[config.mk]
export PLATFORM = sky130hd
export DESIGN_NAME = ispm_way_scrub_ctrl
export DESIGN_NICKNAME = d
export VERILOG_FILES = /design/src/rtl/ispm_way_scrub_ctrl_pkg.sv /design/src/rtl/ispm_way_scrub_ctrl.sv
export SDC_FILE = /design/constraint.sdc
export NUM_CORES = 1
export LEC_CHECK = 0
export CELL_PAD_IN_SITES_DETAIL_PLACEMENT = 0
export CELL_PAD_IN_SITES_GLOBAL_PLACEMENT = 1
export CORE_AREA = 8 8 410 412
export CTS_CLUSTER_DIAMETER = 40
export DETAILED_ROUTE_END_ITERATION = 8
export DIE_AREA = 0 0 418 420
export HOLD_SLACK_MARGIN = 0.12
export MAX_ROUTING_LAYER = met4
export PLACE_DENSITY_LB_ADDON = 0.1
export SYNTH_ARGS = -nofsm -noshare
export SYNTH_HDL_FRONTEND = slang
export SYNTH_SLANG_ARGS = --single-unit
[constraint.sdc]
create_clock -name clk_i -period 4.15 [get_ports clk_i]
set_input_delay 0.83 -clock clk_i [delete_from_list [all_inputs] [get_ports clk_i]]
set_output_delay 0.83 -clock clk_i [all_outputs]
set_load 0.1 [all_outputs]
[src/rtl/ispm_way_scrub_ctrl_pkg.sv]
// ============================================================================
// Module      : ispm_way_scrub_ctrl_pkg
// Description : Shared types and helpers for the I-SPM way scrub controller.
// Revision    : 1.0 - initial release
// ============================================================================
`default_nettype none

package ispm_way_scrub_ctrl_pkg;

    typedef enum logic [1:0] {
        IDLE  = 2'd0,
        DRAIN = 2'd1,
        SCRUB = 2'd2,
        DONE  = 2'd3
    } spm_scrub_state_t;

    // Lines per way: index space minus the byte-offset bits of one line.
    function automatic int unsigned scrub_num_lines(input int unsigned idx_width,
                                                    input int unsigned line_width);
        return 32'd1 << (idx_width - $clog2(line_width / 8));
    endfunction

endpackage

`default_nettype wire

[src/rtl/ispm_way_scrub_ctrl.sv]
// ============================================================================
// Module      : ispm_way_scrub_ctrl
// Description : Withdraws reconfigured I-cache ways, drains SPM traffic,
//               zeroes every line of those ways and publishes the new mask.
// Revision    : 1.0 - initial release
// ============================================================================
`default_nettype none

module ispm_way_scrub_ctrl
    import ispm_way_scrub_ctrl_pkg::*;
#(
    parameter int unsigned        NR_WAYS      = 4,
    parameter int unsigned        LINE_WIDTH   = 128,
    parameter int unsigned        MEMORY_WIDTH = 173,
    parameter int unsigned        IDX_WIDTH    = 12,
    parameter int unsigned        ADDR_WIDTH   = 64,
    parameter logic [NR_WAYS-1:0] RESET_WAYS   = '0
) (
    input  logic                                              clk_i,
    input  logic                                              rst_i,
    input  logic                                              cfg_valid_i,
    input  logic [NR_WAYS-1:0]                                cfg_ways_i,
    output logic                                              cfg_ready_o,
    output logic                                              cfg_done_o,
    output logic                                              busy_o,
    input  logic                                              spm_idle_i,
    output logic [NR_WAYS-1:0]                                active_ways_o,
    input  logic                                              mem_gnt_i,
    output logic [NR_WAYS-1:0]                                req_o,
    output logic [NR_WAYS-1:0][ADDR_WIDTH-1:0]                addr_o,
    output logic [NR_WAYS-1:0][MEMORY_WIDTH-1:0]              wdata_o,
    output logic [NR_WAYS-1:0]                                we_o,
    output logic [NR_WAYS-1:0][((MEMORY_WIDTH+7)/8)-1:0]      be_o
);

    localparam int unsigned c_NUM_LINES = scrub_num_lines(IDX_WIDTH, LINE_WIDTH);
    localparam int unsigned c_LINE_BITS = $clog2(c_NUM_LINES);
    localparam int unsigned c_BE_WIDTH  = (MEMORY_WIDTH + 7) / 8;
    localparam logic [c_LINE_BITS-1:0] c_LAST_LINE = c_LINE_BITS'(c_NUM_LINES - 1);
    localparam logic [c_LINE_BITS-1:0] c_LINE_ONE  = c_LINE_BITS'(1);

    spm_scrub_state_t         r_state;
    logic [NR_WAYS-1:0]       r_active;
    logic [NR_WAYS-1:0]       r_target;
    logic [NR_WAYS-1:0]       r_chg;
    logic [c_LINE_BITS-1:0]   r_line;

    logic [NR_WAYS-1:0]       w_chg;
    logic                     w_scrub;
    logic [ADDR_WIDTH-1:0]    w_addr;

    assign w_chg   = cfg_ways_i ^ r_active;
    assign w_scrub = (r_state == SCRUB);
    assign w_addr  = ADDR_WIDTH'(r_line);

    always_ff @(posedge clk_i) begin
        if (rst_i) begin
            r_state  <= IDLE;
            r_active <= RESET_WAYS;
            r_target <= '0;
            r_chg    <= '0;
            r_line   <= '0;
        end else begin
            case (r_state)
                IDLE: begin
                    if (cfg_valid_i) begin
                        if (w_chg == '0) begin
                            r_state <= DONE;
                        end else begin
                            // Changed ways leave service before any scrub write.
                            r_target <= cfg_ways_i;
                            r_chg    <= w_chg;
                            r_active <= r_active & ~w_chg;
                            r_state  <= DRAIN;
                        end
                    end
                end
                DRAIN: begin
                    if (spm_idle_i) begin
                        r_line  <= '0;
                        r_state <= SCRUB;
                    end
                end
                SCRUB: begin
                    if (mem_gnt_i) begin
                        r_line <= r_line + c_LINE_ONE;
                        if (r_line == c_LAST_LINE) begin
                            r_active <= r_target;
                            r_state  <= DONE;
                        end
                    end
                end
                DONE: begin
                    r_state <= IDLE;
                end
                default: begin
                    r_state <= IDLE;
                end
            endcase
        end
    end

    assign cfg_ready_o   = (r_state == IDLE);
    assign cfg_done_o    = (r_state == DONE);
    assign busy_o        = (r_state != IDLE);
    assign active_ways_o = r_active;
    assign req_o         = w_scrub ? r_chg : '0;
    assign we_o          = w_scrub ? r_chg : '0;

    // Byte enables cover the tag bits as well, so the whole entry is cleared.
    for (genvar gi = 0; gi < NR_WAYS; gi++) begin : g_way
        assign addr_o[gi]  = w_addr;
        assign wdata_o[gi] = '0;
        assign be_o[gi]    = {c_BE_WIDTH{w_scrub}};
    end

endmodule

`default_nettype wire

==> results of run 1 <==
registers in the layout, summed over array words and instances (netlist names):
register and cells:
r_target 4, r_state 2, active_ways_o 4, r_chg 4
r_line 8
how the worst max path moves through the flow:
stage	to	slack (ps)	cells after the start
after floorplan	we_o[0]	470	5
after global placement	r_chg[0]$_SDFFE_PP0P_	1320	6
after detailed placement	r_line[5]$_SDFFE_PP0P_	1330	5
after CTS	addr_o[66]	1000	1
after global routing	addr_o[66]	1000	1
final	addr_o[66]	1110	1
per-stage QoR:
| stage | cell area (um^2) | cells |
|---|---|---|
| floorplan | 12300 | 2069 |
| global placement | 8480 | 3354 |
| detailed placement | 8480 | 3354 |
| CTS | 8590 | 3358 |
| global route | 8590 | 3358 |
| finish | 8590 | 3359 |
area by class of cell:
cell class / count / area (um^2) / area share
inverters: 4 / 15.0 / 0.00175
clock buffers: 3 / 75.1 / 0.00874
multi-input cells: 1007 / 4090 / 0.476
clock inverters: 1 / 30.0 / 0.00350
well taps: 2175 / 2720 / 0.317
repair buffers: 146 / 1210 / 0.141
diodes: 1 / 2.50 / 0.000291
flip-flops and latches: 22 / 440 / 0.0513
cell usage in the layout (no fill, tap or decap), drive strengths merged, types with 3 or more instances in the layout:
| master | count |
|---|---|
| a21oi | 13 |
| clkbuf | 3 |
| clkdlybuf4s50 | 42 |
| nand4 | 5 |
| nor2 | 11 |
| buf | 104 |
| conb | 916 |
| inv | 4 |
| and2 | 4 |
| mux2i | 8 |
| a311oi | 5 |
| or3 | 3 |
| o21ai | 4 |
| xor2 | 4 |
| ha | 10 |
| dfxtp | 22 |
| nand2 | 11 |
layer usage:
layer | GRT usage | routed length [um]
met5 | - | 0
met4 | 0.00903 | 363
met3 | 0.00213 | 1620
met2 | 0.0770 | 22900
met1 | 0.0161 | 5830
logic make-up after synthesis:
family / after synthesis
AOI/OAI and AO/OA: 28
xor gates and xnor gates: 4
adders and majority gates: 10
buffers and inverters: 1040
DFF: 22
muxes: 8
other: 1
and+or+nand+nor: 41
==> results.sh, run 1 <==
export IMPL_worst_ep_arrival_time_ps=2210
export IMPL_min_path_cells=2
export IMPL_post_synth_top_count_cell="buf_4"
export IMPL_ant_nets=0
export IMPL_yosys_area_share_adder=0.0141
export IMPL_grt_overflow=0
export IMPL_dpl_worst_slack_ps=1330
export IMPL_cts_buffers=3
export IMPL_clock_path_buffers=2
export IMPL_cts_root_buffer="clkbuf_16"
export IMPL_fp_dieArea_mm2=0.176
export IMPL_via_count=3708
export IMPL_reg2reg_depth=7
export IMPL_syn_avg_cell_area_um2=7.70
export IMPL_critPathSlowestCell="clkdlybuf4s50_1"
export IMPL_drive_gt1_frac=0.0964
export IMPL_required_ps=3320
export IMPL_max_stage_delay_ps=1250
export IMPL_worst_setup_path_type="reg -> out"
export IMPL_worst_path_buf_inv=1
export IMPL_core_mm2=0.162
export IMPL_start_kind="flop"
export IMPL_tightest_slew_ps=1070
export IMPL_antenna_found_initial=1
export IMPL_synth_edff_count=0
export IMPL_finalCritPeriodShare=0.732
export IMPL_cts_max_level=1
export IMPL_yosysTopAreaCell="buf_4"
export IMPL_muxShareOfSynthArea=0.00901
export IMPL_max_cap_violations=0
export IMPL_cp_end_kind="output pin"
export IMPL_crit_chain="clkdlybuf4s50_1"
export IMPL_routed_via_density=1.10
export IMPL_r2r_start="r_state[0]$_SDFFE_PP0P_"
export IMPL_critical_path_top_delay_family="buffers and inverters"
export IMPL_syn_inst=1154
export IMPL_timing_hold_ws_ps=458
export IMPL_cts_hold_buf=0
export IMPL_wl_per_cell_um=9.15
export IMPL_worstPathMaxFanout=9
export IMPL_drc_errors=0
export IMPL_grt_max_degree=53
export IMPL_status="completed"
export IMPL_crit_path_start="r_line[2]$_SDFFE_PP0P_"
export IMPL_netlist_area_leader_share=0.871
export IMPL_postCtsSetupBuffers=0
export IMPL_setup_ws_ps=1110
export IMPL_fmax_mhz=329
export IMPL_io_pin_count=1060
export IMPL_post_dp_hpwl_um=29200
export IMPL_hold_path_class="reg -> reg"
export IMPL_nFillCells=19400
export IMPL_drt_initial_drc_count=63
export IMPL_rsz0062_at_grt="no"
export IMPL_firstDrtPassIters=4
export IMPL_async_reset_ff_frac=0
export IMPL_tns_ps=0
export IMPL_synth_xor_area_share=0.00394
export IMPL_final_nets=1203
export IMPL_clkSinkCount=22
export IMPL_finalHoldViolCount=0
export IMPL_syn_area_mm2=0.00889
export IMPL_slew_headroom=0.282
export IMPL_synthDistinctLibCells=29
export IMPL_ys_top_cells_by_area="buf_4 (87%), dfxtp_1 (5.0%), ha_1 (1.4%)"
export IMPL_maxSlewViolCount=0
export IMPL_wirelength_um=30700
export IMPL_skew_ps=20.5
export IMPL_cts_tree="built"
export IMPL_dieHeight_um=420
export IMPL_fin_util=0.0531
export IMPL_ys_seq_elements=22
export IMPL_grt_pass1_vias=4055
export IMPL_path_clk_slew_ps=90
export IMPL_min_period_ps=3040
export IMPL_yosys_warnings=0
export IMPL_rrSetupSlack_ps=1790
export IMPL_grt_pass1_wl_um=35500
export IMPL_synth_compound_area_frac=0.0210
export IMPL_die_w_um=418
export IMPL_reg2reg_to="active_ways_o[0]$_SDFFE_PP0P_"
export IMPL_hold_path_end="r_target[3]$_SDFFE_PP0P_"
export IMPL_synth_top_family_by_area="buffers and inverters"
export IMPL_ctsResizeCount=0
export IMPL_synth_common_cells="buf_4 (1032), dfxtp_1 (22), a21oi_1 (13), nand2_1 (11), nor2_1 (11)"
export IMPL_worstSkewPairLatency_ps=300
export IMPL_start_util=0.0550
export IMPL_synth_simple_area_share=0.0242
export IMPL_row_count=148
export IMPL_area_growth_pct=-3.36
export IMPL_io_buffers=143
export IMPL_grt_total_usage=0.0295
export IMPL_worstHoldStart="r_target[3]$_SDFFE_PP0P_"
export IMPL_synth_ff_type="dfxtp_1"
export IMPL_place_congestion=0.623
export IMPL_setup_viol=0
export IMPL_ys_seq_area_frac=0.0495
Power of run 1 is left out: the tool's default activity adds up to more than one toggle a clock period on the data nets, which glitch-free logic cannot reach.
==> run 2, diff against run 1 <==
==> constraint.sdc (replaced) <==
create_clock -name clk_i -period 3.2 [get_ports clk_i]
set_input_delay 0.64 -clock clk_i [delete_from_list [all_inputs] [get_ports clk_i]]
set_output_delay 0.64 -clock clk_i [all_outputs]
set_load 0.1 [all_outputs]
==> run 2 against run 1 <==
  * Sequential cell count unchanged
  * Critical endpoint is now be_o[41]
  * Worst setup slack worse by 710 ps
  * Highest routed layer unchanged
  * Clock skew down 6.2 ps
  * Register-to-register slack worse by 670 ps
  * Hold slack better by 3.7 ps
==> results.sh, run 2 (synthesis results as in run 1) <==
export IMPL_wl_per_cell_um=9.39
export IMPL_worst_setup_path_type="reg -> out"
export IMPL_layout_common_cells="conb_1 (916), buf_12 (99), buf_4 (44)"
export IMPL_slew_headroom=0.527
export IMPL_fp_dieArea_mm2=0.176
export IMPL_finalHoldViolCount=0
export IMPL_row_count=148
export IMPL_path_clk_slew_ps=70
export IMPL_worstSkewPairLatency_ps=300
export IMPL_setup_viol=0
export IMPL_die_w_um=418
export IMPL_hold_path_end="r_target[3]$_SDFFE_PP0P_"
export IMPL_grt_pass1_vias=4142
export IMPL_area_growth_pct=9.98
export IMPL_grt_max_degree=36
export IMPL_top_register="r_line"
export IMPL_hold_path_class="reg -> reg"
export IMPL_worstPathMaxFanout=35
export IMPL_routed_via_density=1.13
export IMPL_ctsResizeCount=0
export IMPL_dieHeight_um=420
export IMPL_max_cap_violations=0
export IMPL_cp_end_kind="output pin"
export IMPL_nFillCells=19200
export IMPL_place_congestion=0.618
export IMPL_min_path_cells=2
export IMPL_wirelength_um=31600
export IMPL_grt_pass1_wl_um=36600
export IMPL_worst_ep_arrival_time_ps=2160
export IMPL_finalCritPeriodShare=0.875
export IMPL_tns_ps=0
export IMPL_worstHoldStart="r_target[3]$_SDFFE_PP0P_"
export IMPL_min_period_ps=2800
export IMPL_drt_initial_drc_count=47
export IMPL_maxSlewViolCount=0
export IMPL_required_ps=2560
export IMPL_io_buffers=143
export IMPL_cts_buffers=3
export IMPL_fmax_mhz=357
export IMPL_clock_path_buffers=2
export IMPL_grt_overflow=0
export IMPL_skew_ps=14.3
export IMPL_post_dp_hpwl_um=29900
export IMPL_drive_gt1_frac=0.130
export IMPL_via_count=3789
export IMPL_cts_root_buffer="clkbuf_16"
export IMPL_ant_nets=0
export IMPL_cts_max_level=1
export IMPL_r2r_start="r_state[0]$_SDFFE_PP0P_"
export IMPL_drc_errors=0
export IMPL_core_mm2=0.162
export IMPL_grt_total_usage=0.0307
export IMPL_start_util=0.0550
export IMPL_rsz0062_at_grt="no"
export IMPL_start_kind="flop"
export IMPL_crit_top_cell="buf_12"
export IMPL_final_nets=1209
export IMPL_postCtsSetupBuffers=0
export IMPL_io_pin_count=1060
export IMPL_reg2reg_to="active_ways_o[1]$_SDFFE_PP0P_"
export IMPL_worst_path_buf_inv=4
export IMPL_critPathSlowestCell="buf_12"
export IMPL_max_stage_delay_ps=380
export IMPL_firstDrtPassIters=4
export IMPL_critical_path_top_delay_family="buffers and inverters"
export IMPL_rrSetupSlack_ps=1120
export IMPL_cts_hold_buf=0
export IMPL_clkSinkCount=22
export IMPL_tightest_slew_ps=713
export IMPL_crit_chain="inv_1 > ha_4 > buf_12 > buf_12 > buf_12"
export IMPL_largest_register_ffs=8
export IMPL_cts_tree="built"
export IMPL_layout_commonest_cell="conb_1"
export IMPL_status="completed"
export IMPL_antenna_found_initial=2
export IMPL_reg2reg_depth=7
## run 2: final cells by class
class | count | area, um^2 | share of cell area
clock buffers | 3 | 75.1 | 0.00768
flip-flops and latches | 22 | 440 | 0.0450
inverters | 4 | 15.0 | 0.00154
clock inverters | 1 | 30.0 | 0.00307
repair buffers | 152 | 2400 | 0.245
diodes | 2 | 5.00 | 0.000512
multi-input cells | 1007 | 4090 | 0.419
well taps | 2175 | 2720 | 0.278
## run 2: how the worst max path moves through the flow
stage | cells past startpoint | endpoint | slack [ps] | from
6_report | 5 | be_o[41] | 400 | r_state[0]$_SDFFE_PP0P_
5_1_grt | 5 | be_o[86] | 270 | r_state[0]$_SDFFE_PP0P_
4_1_cts | 5 | be_o[67] | 330 | r_state[0]$_SDFFE_PP0P_
3_5_place_dp | 5 | r_line[5]$_SDFFE_PP0P_ | 640 | spm_idle_i
3_3_place_gp | 6 | active_ways_o[3]$_SDFFE_PP0P_ | 590 | cfg_ways_i[2]
2_1_floorplan | 5 | we_o[1] | 80 | r_state[0]$_SDFFE_PP0P_
## run 2: stage by stage
stage / hold slack, ps / setup slack, ps / cell area (um^2) / instances / utilization
floorplan: 433 / 75.5 / 12300 / 2069 / -
global placement: 449 / 594 / 9670 / 3360 / 0.0598
detailed placement: 453 / 642 / 9670 / 3360 / 0.0598
CTS: 465 / 335 / 9770 / 3364 / 0.0604
global route: 480 / 273 / 9780 / 3366 / 0.0605
finish: 462 / 400 / 9780 / 3366 / 0.0605
## run 2: metal layers
metal | vias to the layer above | share of wire | track usage
met5 | - | 0 | -
met4 | 0 | 0.022 | 0.0129
met3 | 17 | 0.070 | 0.00503
met2 | 363 | 0.71 | 0.0748
met1 | 1749 | 0.19 | 0.0181
li1 | 1660 | - | -
## run 2: worst reg2reg max path: stages (launching register included)
cell      delay (ps)
dfxtp_1          340
inv_1            150
ha_4             250
buf_4            350
inv_1            130
o22ai_2          390
a21oi_1          120
a311oi_1         270
Power of run 2 is left out for the same reason.
